==> src/rtl/bpsk_nco_pkg.sv <==
// bpsk_nco_pkg: shared definitions for the BPSK carrier generator.
//   - default widths for the sample, phase accumulator and table address
//   - quadrant enum (Q0..Q3) used by the quarter-wave lookup
//   - qw_entry(): generator for the quarter-wave sine table contents.
//     Entry i = round(amp * sin(2*pi*(i+0.5)/2^(aw+2))), amp = 2^(dw-1)-1.
//     It is evaluated at elaboration only and uses integer fixed-point
//     (Q30) Horner-form Taylor series so no real math reaches synthesis.
package bpsk_nco_pkg;

  localparam int DATA_WIDTH_DEF       = 12;
  localparam int PHASE_WIDTH_DEF      = 16;
  localparam int TABLE_ADDR_WIDTH_DEF = 8;

  typedef enum logic [1:0] {Q0, Q1, Q2, Q3} quadrant_e;

  // Table entry type for the default configuration (unsigned magnitude).
  typedef logic [DATA_WIDTH_DEF-2:0] qw_entry_t;

  function automatic int qw_entry(input int idx, input int aw, input int dw);
    longint one, x, x2, t, s, amp;
    one = 64'sd1 <<< 30;
    // x = pi*(2*idx+1)/2^(aw+2) in Q30
    x  = (64'sd3373259426 * longint'(2 * idx + 1)) >>> (aw + 2);
    x2 = (x * x) >>> 30;
    // sin x = x(1 - x^2/6(1 - x^2/20(1 - x^2/42(1 - x^2/72(1 - x^2/110(1 - x^2/156))))))
    t  = one - x2 / 156;
    t  = one - ((x2 * t) >>> 30) / 110;
    t  = one - ((x2 * t) >>> 30) / 72;
    t  = one - ((x2 * t) >>> 30) / 42;
    t  = one - ((x2 * t) >>> 30) / 20;
    t  = one - ((x2 * t) >>> 30) / 6;
    s  = (x * t) >>> 30;
    amp = (64'sd1 <<< (dw - 1)) - 64'sd1;
    return int'((amp * s + (one >>> 1)) >>> 30);
  endfunction

endpackage

==> src/rtl/bpsk_nco_quarter_wave_lookup.sv <==
// bpsk_nco_quarter_wave_lookup: 3-stage registered quarter-wave sine lookup.
//   clk, rst_n      : clock, synchronous active-low reset
//   stg_en_i[2:0]   : per-stage load enables (stage valid bits); a stage holds
//                     its contents when its enable is low
//   phase_idx_i     : top TABLE_ADDR_WIDTH+2 phase bits (quadrant + address)
//   sym_i           : BPSK symbol, 1 inverts the carrier
//   sample_o        : signed sample, 3 loads after the phase was presented
// Stage 1 folds the phase into quadrant/address, stage 2 reads the table,
// stage 3 applies the sign.
module bpsk_nco_quarter_wave_lookup
  import bpsk_nco_pkg::*;
#(
  parameter int DATA_WIDTH       = DATA_WIDTH_DEF,
  parameter int TABLE_ADDR_WIDTH = TABLE_ADDR_WIDTH_DEF
) (
  input  logic                        clk,
  input  logic                        rst_n,
  input  logic [2:0]                  stg_en_i,
  input  logic [TABLE_ADDR_WIDTH+1:0] phase_idx_i,
  input  logic                        sym_i,
  output logic [DATA_WIDTH-1:0]       sample_o
);

  localparam int ENTRIES = 2 ** TABLE_ADDR_WIDTH;

  // Quarter-wave ROM, contents fixed at elaboration.
  logic [DATA_WIDTH-2:0] rom [ENTRIES];
  for (genvar gi = 0; gi < ENTRIES; gi++) begin : g_rom
    localparam int E = qw_entry(gi, TABLE_ADDR_WIDTH, DATA_WIDTH);
    assign rom[gi] = (DATA_WIDTH-1)'(E);
  end

  quadrant_e                   quad_c, quad_s1_q;
  logic [TABLE_ADDR_WIDTH-1:0] addr_c, addr_s1_q;
  logic                        sym_s1_q;
  logic [DATA_WIDTH-2:0]       mag_s2_q;
  logic                        neg_s2_q;
  logic [DATA_WIDTH-1:0]       sample_q;

  assign quad_c = quadrant_e'(phase_idx_i[TABLE_ADDR_WIDTH+1:TABLE_ADDR_WIDTH]);
  // Odd quadrants run the table backwards; the half-step sample offset
  // makes ~addr land exactly on the mirrored point.
  assign addr_c = (quad_c == Q1 || quad_c == Q3) ? ~phase_idx_i[TABLE_ADDR_WIDTH-1:0]
                                                 :  phase_idx_i[TABLE_ADDR_WIDTH-1:0];

  always_ff @(posedge clk) begin
    if (!rst_n) begin
      quad_s1_q <= Q0;
      addr_s1_q <= '0;
      sym_s1_q  <= 1'b0;
      mag_s2_q  <= '0;
      neg_s2_q  <= 1'b0;
      sample_q  <= '0;
    end else begin
      if (stg_en_i[0]) begin
        quad_s1_q <= quad_c;
        addr_s1_q <= addr_c;
        sym_s1_q  <= sym_i;
      end
      if (stg_en_i[1]) begin
        mag_s2_q <= rom[addr_s1_q];
        // second half-cycle of the wave is negative; symbol 1 flips it again
        neg_s2_q <= (quad_s1_q == Q2 || quad_s1_q == Q3) ^ sym_s1_q;
      end
      if (stg_en_i[2]) begin
        // magnitude < 2^(DATA_WIDTH-1) so negation never overflows
        sample_q <= neg_s2_q ? -{1'b0, mag_s2_q} : {1'b0, mag_s2_q};
      end
    end
  end

  assign sample_o = sample_q;

endmodule

==> src/rtl/bpsk_nco.sv <==
// bpsk_nco: BPSK carrier generator (phase accumulator + quarter-wave lookup).
//   clk, rst_n    : clock, synchronous active-low reset
//   enable        : advance phase/symbol counter and issue one sample
//   ftw_load, ftw : load the tuning word (used from the next enabled cycle)
//   symbol_valid  : symbol_data offered; consumed only when symbol_ready
//   symbol_data   : 0 = carrier as-is, 1 = inverted
//   symbol_ready  : enabled cycle on the last sample of a symbol
//   sample_out    : signed sample, updated when sample_valid
//   sample_valid  : enable delayed by 3 cycles
//   underrun      : sticky, a symbol boundary passed without a symbol
// Optional: define BPSK_NCO_QUAD_OUT_EN to add sample_q_out, the quadrature
// (cosine) sample sharing sample_valid.
module bpsk_nco
  import bpsk_nco_pkg::*;
#(
  parameter int DATA_WIDTH         = DATA_WIDTH_DEF,
  parameter int PHASE_WIDTH        = PHASE_WIDTH_DEF,
  parameter int TABLE_ADDR_WIDTH   = TABLE_ADDR_WIDTH_DEF,
  parameter int SAMPLES_PER_SYMBOL = 4
) (
  input  logic                   clk,
  input  logic                   rst_n,
  input  logic                   enable,
  input  logic                   ftw_load,
  input  logic [PHASE_WIDTH-1:0] ftw,
  input  logic                   symbol_valid,
  input  logic                   symbol_data,
  output logic                   symbol_ready,
  output logic [DATA_WIDTH-1:0]  sample_out,
  output logic                   sample_valid,
  output logic                   underrun
`ifdef BPSK_NCO_QUAD_OUT_EN
  ,
  output logic [DATA_WIDTH-1:0]  sample_q_out
`endif
);

  localparam int CNT_W  = $clog2(SAMPLES_PER_SYMBOL);
  localparam int IDX_W  = TABLE_ADDR_WIDTH + 2;
  localparam int STAGES = 3;

  logic [PHASE_WIDTH-1:0] acc_q, acc_d, ftw_q, ftw_d;
  logic [CNT_W-1:0]       cnt_q, cnt_d;
  logic                   sym_q, sym_d;
  logic                   under_q, under_d;
  logic [STAGES:1]        vld_pipe_q;
  logic                   last_c;
  logic [IDX_W-1:0]       idx_c;

  assign last_c       = (cnt_q == CNT_W'(SAMPLES_PER_SYMBOL - 1));
  assign symbol_ready = rst_n & enable & last_c;
  assign idx_c        = acc_q[PHASE_WIDTH-1 -: IDX_W];

  always_comb begin
    acc_d   = acc_q;
    ftw_d   = ftw_load ? ftw : ftw_q;
    cnt_d   = cnt_q;
    sym_d   = sym_q;
    under_d = under_q;
    if (enable) begin
      // old ftw_q is used even when ftw_load is high this cycle
      acc_d = acc_q + ftw_q;
      if (last_c) begin
        cnt_d = '0;
        if (symbol_valid) sym_d   = symbol_data;
        else              under_d = 1'b1;  // keep previous symbol
      end else begin
        cnt_d = cnt_q + CNT_W'(1);
      end
    end
  end

  always_ff @(posedge clk) begin
    if (!rst_n) begin
      acc_q      <= '0;
      ftw_q      <= '0;
      cnt_q      <= '0;
      sym_q      <= 1'b0;
      under_q    <= 1'b0;
      vld_pipe_q <= '0;
    end else begin
      acc_q      <= acc_d;
      ftw_q      <= ftw_d;
      cnt_q      <= cnt_d;
      sym_q      <= sym_d;
      under_q    <= under_d;
      vld_pipe_q <= {vld_pipe_q[STAGES-1:1], enable};
    end
  end

  assign sample_valid = vld_pipe_q[STAGES];
  assign underrun     = under_q;

  bpsk_nco_quarter_wave_lookup #(
    .DATA_WIDTH       (DATA_WIDTH),
    .TABLE_ADDR_WIDTH (TABLE_ADDR_WIDTH)
  ) u_lookup_i (
    .clk         (clk),
    .rst_n       (rst_n),
    .stg_en_i    ({vld_pipe_q[2:1], enable}),
    .phase_idx_i (idx_c),
    .sym_i       (sym_q),
    .sample_o    (sample_out)
  );

`ifdef BPSK_NCO_QUAD_OUT_EN
  logic [IDX_W-1:0] idx_q_c;
  // quarter turn ahead = quadrant + 1
  assign idx_q_c = idx_c + {2'b01, {TABLE_ADDR_WIDTH{1'b0}}};

  bpsk_nco_quarter_wave_lookup #(
    .DATA_WIDTH       (DATA_WIDTH),
    .TABLE_ADDR_WIDTH (TABLE_ADDR_WIDTH)
  ) u_lookup_q (
    .clk         (clk),
    .rst_n       (rst_n),
    .stg_en_i    ({vld_pipe_q[2:1], enable}),
    .phase_idx_i (idx_q_c),
    .sym_i       (sym_q),
    .sample_o    (sample_q_out)
  );
`endif

endmodule

==> config.mk <==
export PLATFORM = sky130hd
export DESIGN_NAME = bpsk_nco
export DESIGN_NICKNAME = d
export VERILOG_FILES = /design/src/rtl/bpsk_nco_pkg.sv /design/src/rtl/bpsk_nco_quarter_wave_lookup.sv /design/src/rtl/bpsk_nco.sv
export SDC_FILE = /design/constraint.sdc
export NUM_CORES = 1
export LEC_CHECK = 0
export CAP_MARGIN = 20
export CORE_ASPECT_RATIO = 0.6
export CORE_MARGIN = 1.5
export CORE_UTILIZATION = 35
export DETAILED_ROUTE_END_ITERATION = 10
export HOLD_SLACK_MARGIN = 0.02
export PLACE_DENSITY = 0.57
export SKIP_LAST_GASP = 1
export SLEW_MARGIN = 20
export SYNTH_ARGS = -nofsm -noshare
export SYNTH_HDL_FRONTEND = slang
export SYNTH_SLANG_ARGS = --single-unit
==> constraint.sdc <==
create_clock -name clk -period 3.85 [get_ports clk]
set_input_delay 0.385 -clock clk [delete_from_list [all_inputs] [get_ports clk]]
set_output_delay 0.385 -clock clk [all_outputs]
set_load 0.01 [all_outputs]
After elaboration in Yosys (flattened, before gate mapping)
Memory sizes are Yosys's and may differ from the RTL's. A register that Yosys moved wholly into a read port is not among the register bits.
Cells that the tools add are included.
{ "classes": {"reduce_logical": 5, "mux": 3, "n_eq_ne": 5, "add_sub_neg": 3, "bitwise": 6} }
{ "op_table": {"columns": ["op", "n"], "rows": [
  ["$add A16 B16 Y16", 1],
  ["$mux W12", 1],
  ["$neg A11 Y12", 1],
  ["$not A8 Y9", 1],
  ["$eq A2 B2 Y1 const B", 4],
  ["$mux W8", 1],
  ["$not A8 Y8", 1],
  ["$reduce_and A3 Y1", 2],
  ["$add A2 B1 Y2 const B", 1],
  ["$and A1 B1 Y1", 2],
  ["$eq A2 B1 Y1 const B", 1],
  ["$logic_or A1 B1 Y1", 2],
  ["$mux W2", 1],
  ["$logic_not A1 Y1", 1],
  ["$not A1 Y1", 1],
  ["$xor A1 B1 Y1", 1]
]} }
{ "totals": {"romBits": 2816, "out_inout_bits": 15, "wordCells": 34, "reg_bits": 63, "n_memories": 1, "in_bits": 22} }
{ "mem_list": {"columns": ["memory", "words", "word_bits", "read_ports", "rd_clocked_by_memory_dff", "write_ports", "line", "rtl"], "rows": [
  ["(no name shown)", 256, 11, 1, 1, 0, "bpsk_nco_quarter_wave_lookup.sv:61", "mag_s2_q <= rom[addr_s1_q];"]
]} }

Logic depth before layout (Yosys ltp)
Gate-level depths: netlist of run 1.
{ "logic_depth": {"ltp_word": 3, "depth_mapped": 11, "mapped_depth_nobuf": 8} }

Hierarchy
From an unflattened synthesis of run 1, not the netlist that was laid out.
{ "unflattened": {"cells_unflattened": 899, "area_unflattened_um2": 6895.4} }
{ "by_module_without_submodules": {"columns": ["module", "cells_per_inst", "area_per_inst_um2", "seq_area_each_um2", "instances"], "rows": [
  ["bpsk_nco_quarter_wave_lookup", 663, 4729.5, 680.7, 1],
  ["bpsk_nco", 236, 2165.8, 780.7, 1]
]} }

Least setup slack after synthesis of run 1
OpenSTA, ideal clock, no wires.
{ "synth_path": {"path_kind": "register to register", "start": "register u_lookup_i.addr_s1_q[1]", "end": "register u_lookup_i.mag_s2_q[4]", "path_buffers": 2, "setup_slack_ps": 1263, "path_stages_with_launch": 11, "synth_period_minus_slack_ps": 2587, "arrival_ps": 2471, "setup_time_ps": 116, "required_ps": 3734, "cell_sequence": "dfxtp_1 clkbuf_1 inv_1 ha_1 buf_2 mux2i_2 nor2_1 a211oi_2 a211oi_1 a2111o_1 and3_1"} }
{ "synth_via": {"elab_chain_len": 1} }
{ "synth_rtl": {"columns": ["element", "line", "rtl"], "rows": [
  ["start, declared", "bpsk_nco_quarter_wave_lookup.sv:34", "logic [TABLE_ADDR_WIDTH-1:0] addr_c, addr_s1_q;"],
  ["start signal, assigned", "bpsk_nco_quarter_wave_lookup.sv:57", "addr_s1_q <= addr_c;"],
  ["$not A8 Y9 (not written as such)", "bpsk_nco_quarter_wave_lookup.sv:61", null],
  ["end, declared", "bpsk_nco_quarter_wave_lookup.sv:36", "logic [DATA_WIDTH-2:0] mag_s2_q;"]
]} }
Every way passes these cells.
A chain may end at the register's enable or synchronous reset.

Worst setup path in the final report of run 1
{ "layout_path": {"start": "register u_lookup_i.addr_s1_q[0]", "end": "register u_lookup_i.mag_s2_q[2]"} }
The elaborated chain is that of the path after synthesis.

==> reports/results.ini, run 1 <==
[status]
status = finished, final reports clean

[clock_tree]
post-cts-setup-buffers = 0
postCtsResizedCells = 0
h-tree-depth = 3
cts_root_buf = clkbuf_16
cts.sinks = 73
postCtsHoldBufs = 0
tritoncts = yes
cts_max_path_buffers = 2
clkTransAtPathRegs_ns = 0.07
insertion_delay_ns = 0.34
cts_buffers = 9

[sta]
setup_tns_ns = 0
max-slew-margin-rel_pct = 30.0
hold_viol = 0
drv_slew = 0
finClkSkew_ns = 0.00567
rsz0062_at_grt = false
period_minus_slack_ns = 3.01
tightestPinTransition_ns = 1.05
fin_hold_ws_ns = 0.478
final-setup-viol-count = 0
fmax_mhz = 332
worst_slack_ns = 0.838
fin_crit_sh_pct = 78.2

[finish]
fill_cells = 1886
areaGrowthSynthToFinish_pct = 11.9
final_nets = 926
final_util_pct = 40.8
num_antenna_cells = 0
layout-drive-gt1-share_pct = 7.18

[global_routing]
track_usage_pct = 23.6
antenna_found_initial = 0
grt_pass1_vias = 6027
grt_pass1_wl_um = 36300
grt_max_degree = 69
grt_overflow = 0

[yosys]
netlist_area_mm2 = 0.00670
syn-instance-count = 886
synthDistinctLibCells = 78
synth_top_area_share_pct = 21.8
synth_most_common_cell = nand2_1
synth_nets = 940
seq_area_frac_synth_pct = 21.8
synth_edf_count = 0
synth_top_flop_cell = dfxtp_1
yosysTopAreaCell = dfxtp_1
synth_common_cells = nand2_1, dfxtp_1, a21oi_1
ys_ff_latch = 73
yosysWarnings = 0
synth_area_leaders = dfxtp_1, ha_1, a21oi_1
ys_async_sr_fraction_pct = 0
syn_avg_cell_area_um2 = 7.57

[critical_path]
crit_arrival_ns = 3.25
cp.buffers_inverters = 1
endpoint_kind = flop
path_delay_family = adder cells
reg2regPathDepth = 8
slowest_delay_ns = 0.86
worst-endpoint-required_ns = 4.08
worstSetupPathType = flop to flop
startpoint_type = flop
crit_cells = 8
crit_path_max_fanout = 24
crit_chain = inv_1, ha_1, nor2b_1, nand2b_1, mux4_2, a21oi_1, nand3_1, o2111a_1
crit_path_top_delay_cell = ha_1

[power_and_ir_drop]
power_leakage_uw = 0.00293
power.density_mw_per_mm2 = 367
ir_worst_vdd_mv = 0.205

[detailed_routing]
drt_wl_total_um = 23400
ant_nets = 0
dr.pass1.iters = 6
drt_iter0_markers = 991
vias = 6940
drc_errors = 0
via_per_inst = 6.21
wl_per_cell_um = 21.0

[floorplan]
fp.dieArea_mm2 = 0.0200
start_util_pct = 36.4
rows = 38
core_area_mm2 = 0.0184
die_w_um = 182
die_y_um = 110
io_pins = 37

[place]
gp_congestion = 1.04
place.port_buffers = 36
dp_hpwl_um = 16800
place_ws_ns = 0.903

[min_path]
hold_path.class = flop to flop
min_path_cells = 1

[run]
maxCapViolCount = 0

[report_power, final]
group	switching [uW]	leakage [uW]	internal, uW	total (uW)
sequential	84.9	0.000601	804	889
clock	365	0.000167	640	1010
combinational	523	0.00217	333	856
total	973	0.00293	1780	2750
[cell usage in the layout, fill, tap and decap left out, types with 8 or more instances in the layout]
cell              n
and2_1            8
mux2i_1          30
clkbuf_16         9
a31oi_1          16
o211a_1          25
o21ai_0          61
o221ai_1         10
xnor2_1          14
nor3_1           18
inv_1            18
a211oi_1         19
o31ai_1          10
clkdlybuf4s50_1  34
nand2_1          76
a311oi_1          9
a21oi_1          72
nand2b_1         24
ha_1             31
nand3_1          28
nor2b_1          48
nor2_1           52
xor2_1           11
dfxtp_1          70
nand3b_1         10
o211ai_1         11
buf_4            26
[flip-flops by register name (all words and copies together), names as in the netlist]
register              flops
acc_q                    16
ftw_q                    16
u_lookup_i.sample_o      12
u_lookup_i.mag_s2_q      11
u_lookup_i.addr_s1_q      8
vld_pipe_q                3
cnt_q                     2
sym_q                     1
u_lookup_i.neg_s2_q       1
u_lookup_i.quad_s1_q      1
u_lookup_i.sym_s1_q       1
underrun                  1
[worst paths after layout]
path	startpoint	to	slack, ns
worst max register to register	u_lookup_i.addr_s1_q[0]	u_lookup_i.mag_s2_q[2]	0.84
worst min register to register	u_lookup_i.sample_o[3]	u_lookup_i.sample_o[3]	0.48
worst max-delay path	u_lookup_i.addr_s1_q[0]	u_lookup_i.mag_s2_q[2]	0.84
worst min-delay path	u_lookup_i.sample_o[3]	u_lookup_i.sample_o[3]	0.48
[area by class of cell]
class                   instances  area (um^2)  area share [%]
clock buffers                   9          225            3.00
clock inverters                 7          124            1.65
inverters                      19         71.3           0.950
multi-input cells             706         4750            63.3
flip-flops and latches         73         1470            19.6
well taps                     240          300            4.00
repair buffers                 63          566            7.54
[routing by layer]
| metal | global-route usage, % | share of wire, % | wire length (um) |
|---|---|---|---|
| met3 | 9.99 | 14 | 3220 |
| met1 | 36.7 | 50 | 11700 |
| met5 | 2.50 | 0.16 | 37 |
| met4 | 3.93 | 1.1 | 257 |
| met2 | 28.4 | 35 | 8240 |
[through the flow]
step,std cells,power [uW],cell area [um^2]
finish,1117,2750,7500
floorplan,886,1480,6700
detailed placement,1101,1720,7150
global route,1117,2890,7500
CTS,1117,2730,7500
global placement,1101,1730,7150
[kinds of logic (layout without fill, tap and decap cells)]
kind of cell / after synthesis / after routing / share of synthesized area, %
DFF: 73 / 73 / 21.8
xor gates and xnor gates: 25 / 25 / 3.27
and+or+nand+nor: 296 / 296 / 22.5
muxes: 38 / 38 / 6.70
adders and majority gates: 32 / 32 / 6.09
AOI/OAI and AO/OA: 315 / 315 / 32.4
buffers and inverters: 107 / 98 / 7.34
Note: power is estimated with default switching activity, not from simulation.
==> run 2, diff against run 1 <==
--- a/config.mk
+++ b/config.mk
@@ -11,7 +11,7 @@
 export CORE_UTILIZATION = 35
 export DETAILED_ROUTE_END_ITERATION = 10
 export HOLD_SLACK_MARGIN = 0.02
-export PLACE_DENSITY = 0.57
+export PLACE_DENSITY = 0.59
 export SKIP_LAST_GASP = 1
 export SLEW_MARGIN = 20
 export SYNTH_ARGS = -nofsm -noshare
==> constraint.sdc (replaced) <==
create_clock -name clk -period 2.7 [get_ports clk]
set_input_delay 0.27 -clock clk [delete_from_list [all_inputs] [get_ports clk]]
set_output_delay 0.27 -clock clk [all_outputs]
set_load 0.01 [all_outputs]
==> reports/results.ini, run 2 (synthesis results as in run 1) <==
[finish]
layout-drive-gt1-share_pct = 11.1  ; +4.0 points
fill_cells = 1816  ; -3.7%
regArea_mm2 = 0.00147  ; unchanged
mostFrequentLayoutCells = nand2_1, a21oi_1, dfxtp_1, o21ai_0, buf_4
multi_input_area_mm2 = 0.00476  ; +0.13%
mostFrequentLayoutCell = nand2_1
final_nets = 964  ; +4.1%
num_antenna_cells = 0  ; unchanged
areaGrowthSynthToFinish_pct = 16.7

[critical_path]
crit_path_top_delay_cell = o311ai_0
reg2reg_to = u_lookup_i.mag_s2_q[0]
endpoint_kind = flop
worstSetupPathType = flop to flop
r2r-start = u_lookup_i.addr_s1_q[0]
reg2regPathDepth = 7  ; -1
crit_chain = inv_1, ha_1, buf_4, nand2b_1, o311ai_0, a31oi_1, o21ai_1
worst-endpoint-required_ns = 2.97  ; -1.11 ns
crit_arrival_ns = 2.77  ; -0.48 ns
startpoint_type = flop
path_delay_family = compound AO/OA/AOI/OAI gates
r2r_slack_ns = 0.20  ; -0.63 ns
crit_path_max_fanout = 12  ; -50%
slowest_delay_ns = 0.67  ; -0.19 ns
cp.buffers_inverters = 2  ; +1

[floorplan]
rows = 38  ; unchanged
core_area_mm2 = 0.0184  ; unchanged
die_w_um = 182  ; unchanged
fp.dieArea_mm2 = 0.0200  ; unchanged
io_pins = 37  ; unchanged
start_util_pct = 36.4  ; unchanged
die_y_um = 110  ; unchanged

[detailed_routing]
ant_nets = 0  ; unchanged
dr_wl_met2_um = 8330  ; +1.2%
top_layer = met4
dr_wl_met3_um = 3070  ; -4.7%
wl_per_cell_um = 19.9  ; -4.9%
dr.pass1.iters = 5  ; -1
drc_errors = 0  ; unchanged
drt_iter0_markers = 881  ; -11%
drt-met1-wl_um = 11300  ; -3.1%
drt_wl_total_um = 23000  ; -1.7%
via_per_inst = 6.11  ; -1.7%
vias = 7056  ; +1.7%

[global_routing]
track_usage_pct = 23.1  ; -0.47 points
grt_pass1_vias = 6202  ; +2.9%
grt_pass1_wl_um = 36000  ; -0.89%
grt_max_degree = 85  ; +23%
grt_overflow = 0  ; unchanged
antenna_found_initial = 0  ; unchanged

[clock_tree]
clkTransAtPathRegs_ns = 0.07  ; about the same
tritoncts = yes
cts.sinks = 73  ; unchanged
cts_max_path_buffers = 2  ; unchanged
h-tree-depth = 3  ; unchanged
cts_buffers = 9  ; unchanged
cts_root_buf = clkbuf_16
insertion_delay_ns = 0.34  ; about the same

[status]
status = finished, final reports clean

[sta]
fin_crit_sh_pct = 92.5  ; +14 points
final-setup-viol-count = 0  ; unchanged
period_minus_slack_ns = 2.50  ; -0.515 ns
setup_tns_ns = 0  ; unchanged
drv_slew = 0  ; unchanged
worst_slack_ns = 0.203  ; -0.635 ns
finClkSkew_ns = 0.00991  ; +0.00424 ns
rsz0062_at_grt = false
max-slew-margin-rel_pct = 48.1  ; +18 points
fmax_mhz = 400  ; +21%
tightestPinTransition_ns = 0.768  ; -0.278 ns
hold_viol = 0  ; unchanged

[run]
maxCapViolCount = 0  ; unchanged

[place]
place_ws_ns = 0.281  ; -0.622 ns
gp_congestion = 1.08  ; +3.4%
dp_hpwl_um = 17000  ; +1.3%
place.port_buffers = 36  ; unchanged

[min_path]
hold_path.class = primary input to flop
hold_path_end = ftw_q[10]
min_path_cells = 2  ; +1
min_from = rst_n

[power_and_ir_drop]
power_leakage_uw = 0.00313  ; +6.8%
ir_worst_vdd_mv = 0.262  ; +28%
power.density_mw_per_mm2 = 497  ; +36%

[run 2: cell types whose count changed in the layout (fill, tap and decap cells not counted), sizes merged]
| cell | delta |
|---|---|
| buf | +38 |
| bufinv | -1 |
| clkinv | +2 |
| clkinvlp | -1 |
[run 2: power by group]
| part | internal, uW | leakage, uW | total [uW] | switching [uW] |
|---|---|---|---|---|
| clock network | 819 | 0.000161 | 1320 | 504 |
| logic | 547 | 0.00237 | 1340 | 791 |
| registers | 1150 | 0.000601 | 1230 | 83.5 |
[run 2: layout make-up]
type	count	share of cell area, %
Clock buffer	9	2.88
Clock inverter	7	1.28
Timing Repair Buffer	101	11.5
Inverter	19	0.912
Sequential cell	73	18.8
Tap cell	240	3.84
Multi-Input combinational cell	706	60.8
[run 2: what timing repair did]
item | CTS | global route
resized for setup | 0 | 1
setup endpoints to repair | 0 | 1
hold buffers | 0 | 0
setup buffers | 0 | 0
[run 2: per-layer routing]
| layer | GRT usage (%) | up-vias |
|---|---|---|
| met5 | 0 | - |
| met2 | 29.3 | 422 |
| met3 | 9.30 | 36 |
| met4 | 5.12 | 0 |
| met1 | 35.0 | 3275 |
| li1 | - | 3323 |
[run 2: worst max path at each step]
stage,to,cells after the start,start
after global placement,u_lookup_i.mag_s2_q[5],10,u_lookup_i.addr_s1_q[1]
after detailed placement,u_lookup_i.mag_s2_q[0],8,u_lookup_i.addr_s1_q[0]
after global routing,u_lookup_i.mag_s2_q[0],9,u_lookup_i.addr_s1_q[0]
after CTS,u_lookup_i.mag_s2_q[5],10,u_lookup_i.addr_s1_q[1]
final,u_lookup_i.mag_s2_q[0],7,u_lookup_i.addr_s1_q[0]
after floorplan,u_lookup_i.mag_s2_q[4],10,u_lookup_i.addr_s1_q[1]
[run 2: metrics by stage]
step | cells | power, uW | instance area, um^2 | util (%) | hold WS [ns]
2_1_floorplan | 886 | 2100 | 6700 | - | 0.431
3_3_place_gp | 1139 | 2550 | 7490 | 40.7 | 0.458
3_5_place_dp | 1139 | 2530 | 7490 | 40.7 | 0.467
4_1_cts | 1155 | 3870 | 7820 | 42.5 | 0.303
5_1_grt | 1155 | 4080 | 7820 | 42.5 | 0.315
6_report | 1155 | 3890 | 7820 | 42.5 | 0.310
